File: src/rtl/clint_timer_pkg.sv
// ---------------------------------------------------------------------------
// clint_timer_pkg
// Shared definitions for the core-local interruptor:
//   - register offsets relative to the CLINT base address
//   - register-select enum produced by the offset decoder
//   - decode_offset : maps a byte offset onto a register select
//   - merge_bytes   : byte-lane merge of write data into a 32-bit word
// ---------------------------------------------------------------------------
package clint_timer_pkg;

    localparam logic [15:0] clint_msip_off     = 16'h0000;
    localparam logic [15:0] clint_mtimecmp_off = 16'h4000;
    localparam logic [15:0] clint_mtime_off    = 16'hBFF8;

    typedef enum logic [2:0] {
        sel_none,
        sel_msip,
        sel_cmp_lo,
        sel_cmp_hi,
        sel_time_lo,
        sel_time_hi
    } reg_sel_e;

    // Offsets beyond the 64 KiB window never alias onto a register.
    function automatic reg_sel_e decode_offset(input logic [31:0] offset);
        reg_sel_e sel;
        sel = sel_none;
        if (offset[31:16] == 16'h0000) begin
            case (offset[15:0])
                clint_msip_off:                  sel = sel_msip;
                clint_mtimecmp_off:              sel = sel_cmp_lo;
                clint_mtimecmp_off + 16'h0004:   sel = sel_cmp_hi;
                clint_mtime_off:                 sel = sel_time_lo;
                clint_mtime_off + 16'h0004:      sel = sel_time_hi;
                default:                         sel = sel_none;
            endcase
        end
        return sel;
    endfunction

    function automatic logic [31:0] merge_bytes(input logic [31:0] old_word,
                                                input logic [31:0] wdata,
                                                input logic [3:0]  wstrb);
        logic [31:0] merged;
        merged = old_word;
        for (int i = 0; i < 4; i++) begin
            if (wstrb[i]) begin
                merged[8*i +: 8] = wdata[8*i +: 8];
            end
        end
        return merged;
    endfunction

endpackage

File: src/rtl/clint_timer_if.sv
// ---------------------------------------------------------------------------
// clint_bus_if
// Native memory bus between the upstream decoder/arbiter (master) and the
// CLINT (slave).
//   mem_valid  request strobe, one cycle per request
//   mem_instr  instruction-fetch flag (not used by the CLINT)
//   mem_addr   word-aligned byte address
//   mem_wdata  write data
//   mem_wstrb  byte enables, all zero means read
//   mem_rdata  read data, valid while mem_ready is high
//   mem_ready  one-cycle response strobe
// ---------------------------------------------------------------------------
interface clint_bus_if;

    logic        mem_valid;
    logic        mem_instr;
    logic [31:0] mem_addr;
    logic [31:0] mem_wdata;
    logic [3:0]  mem_wstrb;
    logic [31:0] mem_rdata;
    logic        mem_ready;

    modport master (
        output mem_valid,
        output mem_instr,
        output mem_addr,
        output mem_wdata,
        output mem_wstrb,
        input  mem_rdata,
        input  mem_ready
    );

    modport slave (
        input  mem_valid,
        input  mem_instr,
        input  mem_addr,
        input  mem_wdata,
        input  mem_wstrb,
        output mem_rdata,
        output mem_ready
    );

endinterface

File: src/rtl/clint_timer_rtc_tick.sv
// ---------------------------------------------------------------------------
// clint_rtc_tick
// Divides the system clock down to the RTC rate used by mtime.
//   clock  system clock, rising edge
//   reset  synchronous, active-high
//   tick   single-cycle pulse; mtime advances on the edge that ends it
// A counter runs 0..DIVIDER and toggles a phase bit each time it wraps.
// The tick marks the phase falling from 1 to 0, giving one tick every
// 2*(DIVIDER+1) clocks.
// ---------------------------------------------------------------------------
module clint_rtc_tick #(
    parameter int DIVIDER = 4
) (
    input  logic clock,
    input  logic reset,
    output logic tick
);

    localparam int CW = (DIVIDER < 1) ? 1 : $clog2(DIVIDER + 1);
    localparam logic [CW-1:0] LAST = CW'(DIVIDER);

    logic [CW-1:0] count;
    logic          phase;
    logic          wrap;

    assign wrap = (count == LAST);

    // Combinational so the tick lines up with the edge on which the phase
    // falls; the consumer samples it on that same edge.
    assign tick = wrap && phase;

    always_ff @(posedge clock) begin
        if (reset) begin
            count <= '0;
            phase <= 1'b0;
        end else if (wrap) begin
            count <= '0;
            phase <= ~phase;
        end else begin
            count <= count + 1'b1;
        end
    end

endmodule

File: src/rtl/clint_timer.sv
// ---------------------------------------------------------------------------
// clint_timer
// Core-local interruptor: msip, a 64-bit mtime advanced by the RTC and a
// 64-bit mtimecmp, all reachable over the native memory bus.
//   clock        system clock, rising edge
//   reset        synchronous, active-high
//   bus          clint_bus_if slave port (request in, one-cycle response out)
//   clint_msip   machine software interrupt pending
//   clint_mtip   machine timer interrupt pending (registered compare)
//   clint_mtime  current mtime for the time/timeh CSRs
// Every request gets mem_ready exactly one cycle after it is sampled; there
// are no wait states, so back-to-back requests stream through.
// ---------------------------------------------------------------------------
module clint_timer
    import clint_timer_pkg::*;
#(
    parameter logic [31:0] BASE_ADDR       = 32'h0200_0000,
    parameter int          CLK_DIVIDER_RTC = 4
) (
    input  logic               clock,
    input  logic               reset,
    clint_bus_if.slave         bus,
    output logic               clint_msip,
    output logic               clint_mtip,
    output logic [63:0]        clint_mtime
);

    logic [31:0] offset;
    reg_sel_e    sel;
    logic        write_en;
    logic [31:0] read_word;
    logic        tick;

    logic        msip;
    logic [63:0] mtime;
    logic [63:0] mtimecmp;
    logic        mtip;
    logic        ready;
    logic [31:0] rdata;

    logic        unused_instr;
    assign unused_instr = bus.mem_instr;

    clint_rtc_tick #(
        .DIVIDER (CLK_DIVIDER_RTC)
    ) u_rtc_tick (
        .clock (clock),
        .reset (reset),
        .tick  (tick)
    );

    assign offset   = bus.mem_addr - BASE_ADDR;
    assign sel      = decode_offset(offset);
    assign write_en = bus.mem_valid && (bus.mem_wstrb != 4'b0000);

    // Read data is taken from the registers as they stand before this edge,
    // so a same-edge RTC increment or write is not visible yet.
    always_comb begin
        read_word = 32'h0000_0000;
        case (sel)
            sel_msip:    read_word = {31'b0, msip};
            sel_cmp_lo:  read_word = mtimecmp[31:0];
            sel_cmp_hi:  read_word = mtimecmp[63:32];
            sel_time_lo: read_word = mtime[31:0];
            sel_time_hi: read_word = mtime[63:32];
            default:     read_word = 32'h0000_0000;
        endcase
    end

    // Response register: one ready pulse per sampled request.
    always_ff @(posedge clock) begin
        if (reset) begin
            ready <= 1'b0;
            rdata <= 32'h0000_0000;
        end else begin
            ready <= bus.mem_valid;
            rdata <= bus.mem_valid ? read_word : 32'h0000_0000;
        end
    end

    // msip and mtimecmp only change on bus writes. msip has a single
    // implemented bit, living in byte lane 0.
    always_ff @(posedge clock) begin
        if (reset) begin
            msip     <= 1'b0;
            mtimecmp <= 64'hFFFF_FFFF_FFFF_FFFF;
        end else if (write_en) begin
            if (sel == sel_msip && bus.mem_wstrb[0]) begin
                msip <= bus.mem_wdata[0];
            end
            if (sel == sel_cmp_lo) begin
                mtimecmp[31:0] <= merge_bytes(mtimecmp[31:0], bus.mem_wdata, bus.mem_wstrb);
            end
            if (sel == sel_cmp_hi) begin
                mtimecmp[63:32] <= merge_bytes(mtimecmp[63:32], bus.mem_wdata, bus.mem_wstrb);
            end
        end
    end

    // A bus write to either mtime half takes priority over the RTC: the
    // written half takes the new bytes, the other half holds, and that
    // edge's tick is simply lost.
    always_ff @(posedge clock) begin
        if (reset) begin
            mtime <= 64'h0;
        end else if (write_en && sel == sel_time_lo) begin
            mtime[31:0] <= merge_bytes(mtime[31:0], bus.mem_wdata, bus.mem_wstrb);
        end else if (write_en && sel == sel_time_hi) begin
            mtime[63:32] <= merge_bytes(mtime[63:32], bus.mem_wdata, bus.mem_wstrb);
        end else if (tick) begin
            mtime <= mtime + 64'd1;
        end
    end

    // Timer interrupt compares the current register values, so it trails
    // any update of mtime or mtimecmp by one cycle.
    always_ff @(posedge clock) begin
        if (reset) begin
            mtip <= 1'b0;
        end else begin
            mtip <= (mtime >= mtimecmp);
        end
    end

    assign bus.mem_ready = ready;
    assign bus.mem_rdata = rdata;
    assign clint_msip    = msip;
    assign clint_mtip    = mtip;
    assign clint_mtime   = mtime;

endmodule

File: src/flat_wrapper.sv
// flat-port wrapper written by rule: the top's interface ports become plain ports
module clint_timer_flat import clint_timer_pkg::*;
#(
    parameter logic [31:0] BASE_ADDR       = 32'h0200_0000,
    parameter int          CLK_DIVIDER_RTC = 4
)
  (clock, reset, clint_msip, clint_mtip, clint_mtime, bus_mem_valid, bus_mem_instr, bus_mem_addr, bus_mem_wdata, bus_mem_wstrb, bus_mem_rdata, bus_mem_ready);
  clint_bus_if bus_i ();
  input  logic clock;
  input  logic reset;
  output logic clint_msip;
  output logic clint_mtip;
  output logic [63:0] clint_mtime;
  input wire logic [$bits(bus_i.mem_valid)-1:0] bus_mem_valid;
  input wire logic [$bits(bus_i.mem_instr)-1:0] bus_mem_instr;
  input wire logic [$bits(bus_i.mem_addr)-1:0] bus_mem_addr;
  input wire logic [$bits(bus_i.mem_wdata)-1:0] bus_mem_wdata;
  input wire logic [$bits(bus_i.mem_wstrb)-1:0] bus_mem_wstrb;
  output wire logic [$bits(bus_i.mem_rdata)-1:0] bus_mem_rdata;
  output wire logic [$bits(bus_i.mem_ready)-1:0] bus_mem_ready;
  assign bus_i.mem_valid = bus_mem_valid;
  assign bus_i.mem_instr = bus_mem_instr;
  assign bus_i.mem_addr = bus_mem_addr;
  assign bus_i.mem_wdata = bus_mem_wdata;
  assign bus_i.mem_wstrb = bus_mem_wstrb;
  assign bus_mem_rdata = bus_i.mem_rdata;
  assign bus_mem_ready = bus_i.mem_ready;
  clint_timer #(.BASE_ADDR(BASE_ADDR), .CLK_DIVIDER_RTC(CLK_DIVIDER_RTC)) u_core (.clock(clock), .reset(reset), .bus(bus_i), .clint_msip(clint_msip), .clint_mtip(clint_mtip), .clint_mtime(clint_mtime));
endmodule
File: config.mk
export PLATFORM = sky130hd
export DESIGN_NAME = clint_timer_flat
export DESIGN_NICKNAME = d
export VERILOG_FILES = /design/src/rtl/clint_timer_pkg.sv /design/src/rtl/clint_timer_if.sv /design/src/rtl/clint_timer_rtc_tick.sv /design/src/rtl/clint_timer.sv /design/src/flat_wrapper.sv
export SDC_FILE = /design/constraint.sdc
export NUM_CORES = 1
export LEC_CHECK = 0
export ABC_CLOCK_PERIOD_IN_PS = 6050
export BUFFER_PORTS_ARGS = -buffer_cell sky130_fd_sc_hd__buf_2
export CORE_MARGIN = 5
export CORE_UTILIZATION = 52
export DETAILED_ROUTE_END_ITERATION = 6
export PLACE_DENSITY_LB_ADDON = 0.2
export SLEW_MARGIN = 20
export SYNTH_ARGS = -nofsm -noshare
export SYNTH_HDL_FRONTEND = slang
export SYNTH_SLANG_ARGS = --single-unit
File: constraint.sdc
create_clock -name clock -period 6.05 [get_ports clock]
set_input_delay 1.5125 -clock clock [delete_from_list [all_inputs] [get_ports clock]]
set_output_delay 1.5125 -clock clock [all_outputs]
set_load 0.1 [all_outputs]
# ---- Word level (Yosys, flattened, before mapping)
# Index checks and enable logic that the tools add are counted.
dict set report op_classes {
  addsub 3
  order_cmp 1
  n_eq_ne 19
  muxes 11
  bitwise_logic 3
  n_reduce_logical 29
}
# op n
set op_table {}
lappend op_table {{32-bit one-hot mux with 5 select lines} 1}
lappend op_table {{32-bit 2-to-1 mux} 3}
lappend op_table {{64-bit by 1-bit adder with 64-bit output (second input constant)} 1}
lappend op_table {{64-bit >= comparator} 1}
lappend op_table {{64-bit 2-to-1 mux} 1}
lappend op_table {{3-bit AND reduction} 16}
lappend op_table {{16-bit by 15-bit == test with 1-bit output (second input constant)} 2}
lappend op_table {{16-bit == test (second input constant)} 2}
lappend op_table {{16-bit zero test} 2}
lappend op_table {{8-bit 2-to-1 mux} 4}
lappend op_table {{32-bit by 26-bit subtractor with 32-bit output (second input constant)} 1}
lappend op_table {{2-bit != test (second input constant)} 8}
lappend op_table {{3-bit one-hot mux with 5 select lines} 1}
lappend op_table {{3-bit == test (second input constant)} 3}
lappend op_table {{3-bit by 2-bit == test with 1-bit output (second input constant)} 2}
lappend op_table {{1-bit logical AND} 5}
lappend op_table {{2-bit nonzero test} 2}
lappend op_table {{4-bit nonzero test} 1}
lappend op_table {{2-bit OR reduction} 2}
lappend op_table {{3-bit by 1-bit adder with 3-bit output (second input constant)} 1}
lappend op_table {{3-bit by 1-bit == test with 1-bit output (second input constant)} 1}
lappend op_table {{3-bit 2-to-1 mux} 1}
lappend op_table {{1-bit inverter} 3}
lappend op_table {{2-bit by 1-bit != test with 1-bit output (second input constant)} 1}
lappend op_table {{2-bit AND reduction} 1}
dict set report totals {
  register_bits 167
  inputBits 72
  output_inout_bits 99
  wordCells 88
}

# ---- Longest topological paths before layout
# Gate-level depths: netlist (run 1).
dict set report depth {
  word_depth 8
  ltp_mapped 12
  depth_no_buf 9
}

# ---- Cells and area by module
# Synthesis (run 1) repeated with hierarchy kept, for this count alone.
dict set report hier_totals {
  cells_unflattened 1310
  area_unflattened_um2 10159.7
}
# module n_inst cells_per_inst area_per_inst_um2
set by_module_without_submodules {}
lappend by_module_without_submodules {clint_timer 1 1292 9980.8}
lappend by_module_without_submodules {clint_rtc_tick 1 18 178.9}

# ---- Worst setup path before layout (run 1)
# Ideal clock, no wire load.
dict set report synth_path {
  path_type {input-to-reg}
  startpoint {in bus_mem_addr[25]}
  endpoint {reg u_core.mtime[44] (netlist: u_core.clint_mtime[44])}
  setup_time_ns 0.134
  arrival_time_ns 3.421
  t_required_ns 5.916
  slack_ns 2.495
  path_stages 12
  n_path_buf 3
  path_cell_list {inv_1 ha_1 xnor2_1 and3_1 clkbuf_1 nand4_2 or3_1 buf_2 and2_1 buf_2 a21oi_1 a211oi_1}
}
dict set report synth_between {
  elab_chain_cells 7
}
# element line
set synth_rtl {}
lappend synth_rtl {{start: declaration} flat_wrapper.sv:16} ;# input wire logic [$bits(bus_i.mem_addr)-1:0] bus_mem_addr;
lappend synth_rtl {{32-bit by 26-bit subtractor with 32-bit output (*)} clint_timer.sv:52} ;# assign offset = bus.mem_addr - BASE_ADDR;
lappend synth_rtl {{16-bit zero test (*)} clint_timer_pkg.sv:28} ;# if (offset[31:16] == 16'h0000) begin
lappend synth_rtl {{3-bit 2-to-1 mux (*)} clint_timer_pkg.sv:28}
lappend synth_rtl {{3-bit == test, on equally long branches} {clint_timer.sv:108, clint_timer.sv:106}}
lappend synth_rtl {{1-bit logical AND, on equally long branches} {clint_timer.sv:108, clint_timer.sv:106}}
lappend synth_rtl {{2-bit != test (no line), or another cell as far along} n/a}
lappend synth_rtl {{3-bit AND reduction (no line)} n/a}
lappend synth_rtl {{end signal: assignment} clint_timer.sv:109} ;# mtime[63:32] <= merge_bytes(mtime[63:32], bus.mem_wdata, bus.mem_wstrb);
lappend synth_rtl {{end signal: assignment} clint_timer.sv:111} ;# mtime <= mtime + 64'd1;
lappend synth_rtl {{end: declaration} clint_timer.sv:35} ;# logic [63:0] mtime;
# Mark *: on every way between the ends. The rest lies on a longest branch, timed or not.
# A chain may end at the register's enable or synchronous reset.

# ---- Final worst setup path (run 1)
dict set report layout_path {
  startpoint {in bus_mem_addr[2]}
  endpoint {reg u_core.mtimecmp[40]}
}
dict set report layout_between {
  elab_chain_cells 6
}
# element line
set layout_rtl {}
lappend layout_rtl {{32-bit by 26-bit subtractor with 32-bit output (*)} clint_timer.sv:52}
lappend layout_rtl {{16-bit == test, or another cell as far along} clint_timer_pkg.sv:29} ;# case (offset[15:0])
lappend layout_rtl {{3-bit one-hot mux with 5 select lines} clint_timer_pkg.sv:29}
lappend layout_rtl {{3-bit 2-to-1 mux (*)} clint_timer_pkg.sv:28}
lappend layout_rtl {{3-bit by 2-bit == test with 1-bit output (*)} clint_timer.sv:94} ;# if (sel == sel_cmp_hi) begin
lappend layout_rtl {{3-bit AND reduction (no line) (*)} n/a}
lappend layout_rtl {{end signal: assignment} clint_timer.sv:95} ;# mtimecmp[63:32] <= merge_bytes(mtimecmp[63:32], bus.mem_wdata, bus.mem_wstrb);
lappend layout_rtl {{end: declaration} clint_timer.sv:36} ;# logic [63:0] mtimecmp;
# Marks and branches as above.

==> results of run 1 <==
## cell usage after synthesis, drive strengths merged, types with 5 or more instances
master,n,area share
mux2i,36,0.035
o21ai,61,0.029
buf,29,0.015
nor4,22,0.019
nand4,31,0.020
nor3,33,0.017
o22ai,36,0.022
and2,59,0.036
clkbuf,60,0.022
and4,11,0.0093
a211oi,16,0.012
inv,81,0.029
o211ai,72,0.052
mux2,6,0.0065
nand3b,5,0.0036
a21oi,126,0.061
nand3,35,0.017
o32ai,11,0.0093
nand2,141,0.051
or2,5,0.0030
a21o,31,0.022
or3,10,0.0065
nor2,75,0.027
ha,68,0.082
or4,6,0.0047
and3,16,0.0096
a31oi,14,0.0084
dfxtp,167,0.32
## report_power, final
part	internal [mW]	switching, mW
registers	1.10	0.00119
logic	0.0306	0.0657
clock network	0.588	0.476
## layer usage
layer	up-vias	share of wire	global-route usage	routed length, um
met5	-	0	0	0
met4	0	0.021	0.0843	684
met3	60	0.073	0.0470	2430
met2	441	0.47	0.485	15800
met1	4999	0.43	0.391	14300
li1	5052	-	-	-
## critical path: stages
cell,delay (ps)
buf_2,480
buf_4,490
xor2_1,170
nand2b_2,220
nor3_1,610
and2_1,620
o211ai_1,150
## state kept, by name (all words and copies together) (netlist names)
register,count
u_core.clint_msip,1
u_core.u_rtc_tick.count,3
u_core.bus.mem_rdata,32
u_core.u_rtc_tick.phase,1
u_core.bus.mem_ready,1
u_core.clint_mtime,64
u_core.clint_mtip,1
u_core.mtimecmp,64
## cells by family (layout without fill, tap and decap cells)
kind of cell / Yosys count / after routing
simple gates: 473 / 473
compound gates: 397 / 397
buf+inv: 170 / 294
flops: 167 / 167
fa+ha+maj: 68 / 68
mux: 42 / 42
xor+xnor: 3 / 3
## per-stage QoR
step | utilization | power [mW] | cells | hold slack (ps)
finish | 0.606 | 2.26 | 1709 | 517
floorplan | - | 1.17 | 1320 | 469
detailed placement | 0.577 | 1.22 | 1677 | 506
global route | 0.606 | 2.32 | 1709 | 540
CTS | 0.606 | 2.27 | 1709 | 524
global placement | 0.577 | 1.22 | 1677 | 485
## worst max path at each step
| stage | startpoint | endpoint | slack, ps | cells after the start |
|---|---|---|---|---|
| floorplan | bus_mem_addr[25] | u_core.clint_mtime[44] | 2500 | 12 |
| global placement | bus_mem_addr[2] | u_core.mtimecmp[8] | 1750 | 7 |
| detailed placement | bus_mem_addr[2] | u_core.mtimecmp[40] | 1660 | 7 |
| CTS | bus_mem_addr[2] | u_core.mtimecmp[46] | 2110 | 7 |
| global route | bus_mem_addr[12] | u_core.clint_mtime[54] | 1860 | 8 |
| finish | bus_mem_addr[2] | u_core.mtimecmp[40] | 2050 | 7 |
## placed cells by master (no fill, tap or decap), types with 4 or more instances in the layout
| master | synthesis | routed |
|---|---|---|
| a211oi_1 | 15 | 15 |
| a21o_1 | 31 | 31 |
| a21oi_1 | 124 | 123 |
| a31oi_1 | 14 | 14 |
| and2_1 | 56 | 56 |
| and3_1 | 16 | 16 |
| and4_1 | 11 | 11 |
| buf_2 | 22 | 169 |
| buf_4 | 0 | 12 |
| clkbuf_16 | 0 | 17 |
| clkinv_2 | 0 | 4 |
| clkinvlp_4 | 0 | 5 |
| dfxtp_1 | 167 | 167 |
| ha_1 | 68 | 68 |
| inv_1 | 79 | 79 |
| mux2_2 | 6 | 6 |
| mux2i_1 | 36 | 36 |
| nand2_1 | 140 | 140 |
| nand3_1 | 34 | 34 |
| nand3b_1 | 5 | 5 |
| nand4_1 | 28 | 28 |
| nand4b_1 | 4 | 4 |
| nor2_1 | 74 | 74 |
| nor3_1 | 30 | 29 |
| nor3_2 | 3 | 4 |
| nor4_1 | 16 | 16 |
| nor4_4 | 3 | 4 |
| nor4b_1 | 4 | 4 |
| o211ai_1 | 72 | 72 |
| o21ai_0 | 61 | 61 |
| o22ai_1 | 36 | 36 |
| o32ai_1 | 11 | 11 |
| or2_2 | 5 | 5 |
| or3_1 | 9 | 9 |
| or4_1 | 5 | 5 |
## cell type report
cell class                 instances  area, um2
clock inverter                    11        100
fill                            1827       7720
clock buffer                      21        460
inverter                          81        305
timing repair buffer             181        936
tap                              265        332
sequential                       167       3340
multi-input combinational        983       6400
==> summary.md, run 1 <==
| Metric | Value |
|---|---|
| Status | `finished, final reports clean` |
| XOR/XNOR Fraction of Synth Area | `0.00253` |
| Area Growth Syn to Fin | `14.2%` |
| First-pass GRT wire length | `approximately 54000 um` |
| Simple logic cell fraction of the synthesized area | `0.244` |
| Number of global-route vias before repair | `slightly above 10000` |
| Setup CP Type | `input port to flop` |
| Worst Tran Pin Value | `1010 ps` |
| Average cell area after synthesis | `~7.9 um2` |
| Synth Instances | `between 1000 and 1500` |
| Die ar. | `around 23000 um2` |
| Crit path launch type | `input port` |
| Register area share after synthesis | `0.322` |
| Ys flop type | `dfxtp_1` |
| Per-cell routed wire length | `just under 20 um` |
| Hold endpoint | `u_core.u_rtc_tick.count[0]` |
| Post-synthesis adder-cell area fraction | `0.0818` |
| Kind of end point of the critical path | `flop` |
| Skew final | `9.90 ps` |
| Top Ports | `between 150 and 200` |
| Largest net degree at the start of global routing | `66` |
| CTS Buf Count | `17` |
| Slew Limit Fails | `0` |
| Initial core utilization | `0.531` |
| Number of routed nets with antenna violations | `0` |
| Placer Congestion | `approximately 0.9` |
| CP required | `around 6300 ps` |
| GRT overflow | `0` |
| Combinational family with the most area after synthesis | `simple AND/OR/NAND/NOR gates` |
| Place WS | `roughly 1700 ps` |
| Placed cell areas | `11300 um2` |
| Tcrit/Tclk final | `0.662` |
| Die width | `roughly 150 um` |
| Detailed-placement wirelength estimate | `23600 um` |
| Max VDD drop | `0.174 mV` |
| Synthesized cell area | `between 10000 and 15000 um2` |
| Final worst-path setup slack | `between 2000 and 2500 ps` |
| Cell variety after synth | `72` |
| WL final | `about 33000 um` |
| P per Cell Area | `191 nW/um2` |
| Tmin final | `approximately 4000 ps` |
| TritonCTS clock tree | `yes` |
| Postcts setup bufs | `0` |
| Syn Nets | `1460` |
| Max-Cap Viols | `0` |
| Initial antenna violation count | `0` |
| # rows | `51` |
| Via density | `6.17` |
| CTS clk-pin slew, worst paths | `around 70 ps` |
| HP Start | `u_core.u_rtc_tick.count[0]` |
| Post-CTS Resized | `0` |
| Crit-path max FO | `21` |
| Flops & latches, synth | `about 170` |
| DRC viols | `0` |
| Synth Area in Compound Gates | `0.243` |
| Cts hold-fix bufs | `0` |
| # diodes | `0` |
| CTS Root Cell | `clkbuf_16` |
| HP Class | `flop to flop` |
| Data arrival, critical path | `approximately 4300 ps` |
| CTS H-tree depth | `4` |
| I/O Buffers | `roughly 170` |
| Final setup fails | `0` |
| Final hold violations | `0` |
| Latest clock arrival within the worst-skew pair | `about 430 ps` |
| Clk sinks | `167` |
| Cell area after layout | `11900 um2` |
| DR iter-0 viols | `about 990` |
| RSZ-0062 raised after global routing | `false` |
| Multiplexer area fraction after synthesis | `0.0412` |
| Yosys warns | `0` |
| Die Span Y | `151 um` |
| Launching point of the worst reg2reg path | `u_core.clint_mtime[1]` |
| Share of flip-flops with an asynchronous set or reset | `0` |
| EDFF count, synth | `0` |
| Worst r2r path cells | `8` |
| Max Root-Sink Buffers | `2` |
| Relative slew slack | `0.324` |
| # nets final | `1571` |
| GRT Total Usage | `0.292` |
| DR pass1 iterations | `5` |
| Hold Path Depth | `2` |
| Setup_tns | `0 ps` |
| Leakage power | `5.58 nW` |
| Fmax | `about 250 MHz` |
| RR Endpoint | `u_core.clint_mtime[54]` |
| CORE AREA | `approximately 20000 um2` |
| Flop2flop setup slack | `between 2000 and 3000 ps` |
| Share of layout cells above drive strength 1 | `0.175` |
| Routed vias | `between 10000 and 15000` |
Power figures use the tool's default switching activity.
==> run 2, diff against run 1 <==
ABC_AREA = 1   (was default)
ABC_CLOCK_PERIOD_IN_PS = 4100   (was 6050)
clock period = 4.1 ns   (was 6.05 ns; I/O delays follow)
==> run 2 against run 1 <==
  * Worst hold slack got worse by 63 ps
  * Wire length grew 26%
  * Critical path type is now flop to flop
  * Largest power group is now the clock network
  * Die area rose by 11%
  * Sequential share of layout area fell by 2.9 points
==> summary.md, run 2 <==
| Metric | Value |
|---|---|
| Leakage power | `around 7.3 nW` |
| CTS clk-pin slew, worst paths | `70 ps` |
| Most common cell after layout, fill and taps aside | `nand2_1` |
| CTS Buf Count | `17` |
| Placer Congestion | `around 0.99` |
| Multi-input logic area | `about 7000 um2` |
| Synth Instances | `about 1900` |
| Cell area after layout | `13200 um2` |
| Die Span Y | `between 150 and 200 um` |
| Slew Limit Fails | `0` |
| EDFF count, synth | `0` |
| Data arrival, critical path | `approximately 3400 ps` |
| Number of routed nets with antenna violations | `0` |
| Cell variety after synth | `40` |
| Status | `finished, final reports clean` |
| Max Root-Sink Buffers | `2` |
| Final hold violations | `0` |
| Detailed-placement wirelength estimate | `approximately 32000 um` |
| Clk sinks | `between 150 and 200` |
| Max VDD drop | `approximately 0.19 mV` |
| First-pass GRT wire length | `approximately 65000 um` |
| Area leader, netlist | `dfxtp_1` |
| Per-cell routed wire length | `18.0 um` |
| Die width | `around 160 um` |
| Top Ports | `roughly 170` |
| CTS Root Cell | `clkbuf_16` |
| CP required | `about 4500 ps` |
| NetSw | `approximately 900 uW` |
| Tmin final | `around 3000 ps` |
| Share of layout cells above drive strength 1 | `0.128` |
| Max-Cap Viols | `0` |
| CORE AREA | `~22000 um2` |
| Post-synth top cells | `627 x nand2_1, 306 x nor2_1, 229 x inv_1` |
| Tot Pwr | `between 3 and 4 mW` |
| Net Sw Frac | `0.265` |
| Placed cell areas | `between 10000 and 15000 um2` |
| Relative slew slack | `0.334` |
| Synthesized cell area | `around 12000 um2` |
| Clk network pwr share | `0.478` |
| DRC viols | `0` |
| I/O Buffers | `between 150 and 200` |
| Yosys warns | `0` |
| Share of flip-flops with an asynchronous set or reset | `0` |
| Flops & latches, synth | `between 150 and 200` |
| Setup CP Type | `flop to flop` |
| WL final | `42000 um` |
| Die ar. | `between 20000 and 30000 um2` |
| GRT overflow | `0` |
| Initial core utilization | `0.529` |
| Average cell area after synthesis | `approximately 6.1 um2` |
| Via density | `about 5.5` |
| Place WS | `between 700 and 800 ps` |
| DR iter-0 viols | `between 1000 and 1500` |
| Crit path launch type | `flop` |
| TritonCTS clock tree | `yes` |
| RSZ-0062 raised after global routing | `false` |
| Latest clock arrival within the worst-skew pair | `between 400 and 500 ps` |
| GRT Total Usage | `0.321` |
| Area share of the largest cell type after synthesis | `0.289` |
| P per Cell Area | `approximately 260 nW/um2` |
| Skew final | `roughly 13 ps` |
| Initial antenna violation count | `0` |
| Kind of end point of the critical path | `flop` |
| CTS H-tree depth | `4` |
| # rows | `54` |
| Crit-path max FO | `8` |
| Most frequent cells in the layout | `627 x nand2_1, 306 x nor2_1, 229 x inv_1` |
| Most frequent cell after synthesis | `nand2_1` |
| Flop pwr share | `0.473` |
| Comb power frac | `0.049` |
| Ys flop type | `dfxtp_1` |
| DR pass1 iterations | `6` |
| Internal power | `around 2.5 mW` |
| FILL cells | `between 2000 and 2500` |
| Register area | `about 3300 um2` |
| Area Growth Syn to Fin | `14.2%` |
| Tcrit/Tclk final | `0.731` |
| Area contributors post-synth | `dfxtp_1 29%, nand2_1 20%, nor2_1 9.9%, inv_1 7.4%, ha_1 7.4%` |
| Routed vias | `around 13000` |
| HP Class | `flop to flop` |
| Syn Nets | `around 2000` |
| Postcts setup bufs | `0` |
| Cts hold-fix bufs | `0` |
| Final worst-path setup slack | `around 1100 ps` |
| Setup_tns | `0 ps` |
| # nets final | `about 2200` |
| Register area share after synthesis | `0.289` |
| Final setup fails | `0` |
| Number of global-route vias before repair | `approximately 12000` |
| Fmax | `roughly 330 MHz` |
| Largest net degree at the start of global routing | `70` |
| Worst Tran Pin Value | `between 900 and 1000 ps` |
| Post-CTS Resized | `0` |
[run 2: cell types whose count changed in the layout (fill, tap and decap cells not counted), sizes merged, moves of 36 or more]
cell / change
nor2: +239
xor2: +43
mux2i: -36
o22ai: -36
inv: +162
nand2: +502
and2: -58
[run 2: worst max-delay path: stages (launching register included)]
cell      delay [ps]
dfxtp_1          550
ha_1             290
inv_1            100
nor2_2           400
nand3b_1         200
nor3_1           540
nand3_1          320
o21ai_0          240
nand2_1           70
nor2_1           100
nor2_1            50
nor2_1            70
[run 2: final cells by class]
class | instances | area share
diodes | 1 | 0.000189
inverters | 235 | 0.0672
clock buffers | 17 | 0.0322
clock inverters | 15 | 0.0117
well taps | 280 | 0.0265
flip-flops and latches | 167 | 0.253
multi-input cells | 1427 | 0.533
repair buffers | 188 | 0.0757
[run 2: cell families (layout without fill, tap and decap cells)]
logic type | count (synthesis) | in the layout | synth area share
DFF | 167 | 167 | 0.289
xor gates and xnor gates | 48 | 48 | 0.0363
adders and majority gates | 68 | 68 | 0.0735
and+or+nand+nor | 1068 | 1068 | 0.376
AOI/OAI and AO/OA | 243 | 243 | 0.122
buffers and inverters | 292 | 455 | 0.104
other | 0 | 1 | 0
[run 2: power by group through the flow]
stage	combinational, mW	clock [mW]	sequential, mW
2_1_floorplan	0.0728	0	1.69
3_3_place_gp	0.165	0	1.67
3_5_place_dp	0.166	0	1.67
4_1_cts	0.167	1.66	1.63
5_1_grt	0.185	1.73	1.63
6_report	0.170	1.65	1.63
[run 2: metal layers]
metal | wire, um | global-route usage | vias to the layer above
met5 | 0 | 0 | -
met4 | 754 | 0.0795 | 0
met1 | 18600 | 0.455 | 5859
li1 | - | - | 6264
met3 | 3880 | 0.0536 | 47
met2 | 18700 | 0.512 | 578
[run 2: worst paths after layout]
path	startpoint	endpoint	slack, ps	cells after the start
worst max register to register	u_core.clint_mtime[0]	u_core.clint_mtime[38]	1100	11
worst max-delay path	u_core.clint_mtime[0]	u_core.clint_mtime[38]	1100	11
worst min-delay path	u_core.u_rtc_tick.count[0]	u_core.u_rtc_tick.count[0]	450	1
worst min register to register	u_core.u_rtc_tick.count[0]	u_core.u_rtc_tick.count[0]	450	1
[run 2: stage by stage]
stage                     hold WS, ps  cells   util
after floorplan                   417   1886      -
after global placement            433   2297  0.577
after detailed placement          440   2297  0.577
after CTS                         455   2329  0.604
after global routing              477   2329  0.604
final                             454   2330  0.604
==> run 3, diff against run 2 <==
ABC_CLOCK_PERIOD_IN_PS = 2420   (was 4100)
clock period = 2.42 ns   (was 4.1 ns; I/O delays follow)
==> run 3 against run 2 <==
  * Cell area increased by 6.5%
  * Worst setup slack worse by 940 ps
  * Clock skew is 2.7 ps higher
  * Global-route usage is 0.12 points higher
  * Critical path depth decreased by 2
  * Cell count grew 3.2%
  * Via count is 2.5% higher
  * Wire length up 1.5%
  * Fmax rose by 33%
  * Power grew 73%
  * Clock power is 76% higher
  * Critical path type unchanged
  * Highest routed layer unchanged
==> summary.md, run 3 (synthesized netlist as in run 2, its figures left out) <==
| Metric | Value |
|---|---|
| Worst Setup SP | `u_core.clint_mtime[28]` |
| CTS Buf Count | `17` |
| Initial antenna violation count | `0` |
| Routed vias | `approximately 13000` |
| Crit-path max FO | `7` |
| CTS H-tree depth | `4` |
| DR pass1 iterations | `6` |
| Final setup fails | `0` |
| # diodes | `0` |
| Setup CP Type | `flop to flop` |
| Largest net degree at the start of global routing | `slightly below 70` |
| Skew final | `~16 ps` |
| Most frequent cells in the layout | `627 x nand2_1, 306 x nor2_1, 229 x inv_1` |
| Max incr delay on CP | `between 500 and 600 ps` |
| Max Root-Sink Buffers | `2` |
| Relative slew slack | `0.632` |
| Final hold violations | `0` |
| Hold Path Depth | `2` |
| Net Sw Frac | `0.259` |
| Share of layout cells above drive strength 1 | `0.164` |
| Per-cell routed wire length | `~18 um` |
| Placer Congestion | `approximately 1.0` |
| Max VDD drop | `0.391 mV` |
| Latest clock arrival within the worst-skew pair | `~440 ps` |
| Most common cell after layout, fill and taps aside | `nand2_1` |
| Number of routed nets with antenna violations | `0` |
| CTS Root Cell | `clkbuf_16` |
| NetSw | `between 1.5 and 2 mW` |
| Leakage power | `between 7 and 8 nW` |
| CP required | `between 2000 and 3000 ps` |
| Final worst-path setup slack | `around 160 ps` |
| CTS clk-pin slew, worst paths | `80 ps` |
| Crit path cell chain | `nand2_1 -> nor2_1 -> nand2_1 -> nor2_1 -> nand4_1 -> xor2_1 -> nand2_1 -> a21oi_1 -> nor2_1` |
| TritonCTS clock tree | `yes` |
| RR Endpoint | `u_core.clint_mtime[62]` |
| Tcrit/Tclk final | `0.933` |
| Clk sinks | `167` |
| Initial core utilization | `0.529` |
| Die width | `around 160 um` |
| Post-CTS Resized | `0` |
| RSZ-0062 raised after global routing | `false` |
| GRT overflow | `0` |
| Internal power | `approximately 4.4 mW` |
| Clk network pwr share | `0.486` |
| Max-Cap Viols | `0` |
| Fmax | `about 440 MHz` |
| Top Ports | `between 150 and 200` |
| DR iter-0 viols | `between 1000 and 1500` |
| Tmin final | `between 2000 and 2500 ps` |
| WL final | `~43000 um` |
| Worst r2r path cells | `9` |
| Flop pwr share | `0.463` |
| Setup_tns | `0 ps` |
| P per Cell Area | `between 400 and 500 nW/um2` |
| CORE AREA | `roughly 22000 um2` |
| Launching point of the worst reg2reg path | `u_core.clint_mtime[28]` |
| Crit path launch type | `flop` |
| First-pass GRT wire length | `between 60000 and 70000 um` |
| Tot Pwr | `around 6 mW` |
| Number of global-route vias before repair | `around 12000` |
| Data arrival, critical path | `2590 ps` |
| Status | `finished, final reports clean` |
| Slowest CP cell | `dfxtp_1` |
| Area Growth Syn to Fin | `21.6%` |
| Die Span Y | `159 um` |
| Detailed-placement wirelength estimate | `~33000 um` |
| Cts hold-fix bufs | `0` |
| Hold endpoint | `u_core.clint_mtime[32]` |
| # rows | `54` |
| Flop2flop setup slack | `about 160 ps` |
| DRC viols | `0` |
| Slew Limit Fails | `0` |
| Postcts setup bufs | `0` |
| Place WS | `-270 ps` |
| I/O Buffers | `169` |
| HP Class | `input port to flop` |
| Die ar. | `approximately 25000 um2` |
| Via density | `5.43` |
| Worst Tran Pin Value | `around 550 ps` |
| Comb power frac | `0.051` |
| HP Start | `reset` |
| GRT Total Usage | `0.322` |
| # nets final | `between 2000 and 2500` |
| Kind of end point of the critical path | `flop` |
==> run 3: stage by stage <==
step                      instance area, um2  utilization  cells  hold slack, ps
after CTS                              14100        0.643   2405             415
after global placement                 13500        0.615   2373             431
after floorplan                        11600            -   1886             417
final                                  14100        0.643   2405             431
after detailed placement               13500        0.615   2373             447
after global routing                   14100        0.643   2405             423
==> run 3: per-layer routing <==
layer  GRT usage  share of wire  up-vias
met4      0.0752          0.019        0
li1            -              -     6407
met3      0.0585          0.092       62
met2       0.528           0.46      603
met1       0.443           0.43     5995
met5           0              0        -
==> run 3: cell type report <==
type	instances	area [um2]
clock buffers	18	429
repair buffers	264	1820
clock inverters	14	175
well taps	280	350
multi-input cells	1427	7050
flip-flops and latches	167	3360
inverters	235	888
fillers	2127	7820
==> run 3: critical path, delay by kind of cell, from the launching register on <==
family	cells	cell delay, ps
compound gates	1	120
xor+xnor	1	200
flops	1	570
simple gates	7	1250
==> run 3: how the worst max path moves through the flow <==
| stage | to |
|---|---|
| 2_1_floorplan | u_core.clint_mtime[34] |
| 3_3_place_gp | u_core.mtimecmp[54] |
| 3_5_place_dp | u_core.mtimecmp[5] |
| 4_1_cts | u_core.clint_mtime[18] |
| 5_1_grt | u_core.mtimecmp[48] |
| 6_report | u_core.clint_mtime[62] |
==> run 3: power groups by stage <==
stage / combinational, mW / clock (mW) / sequential (mW)
CTS: 0.302 / 2.92 / 2.77
global route: 0.331 / 3.05 / 2.77
global placement: 0.298 / 0 / 2.83
detailed placement: 0.301 / 0 / 2.83
floorplan: 0.123 / 0 / 2.86
finish: 0.306 / 2.91 / 2.77
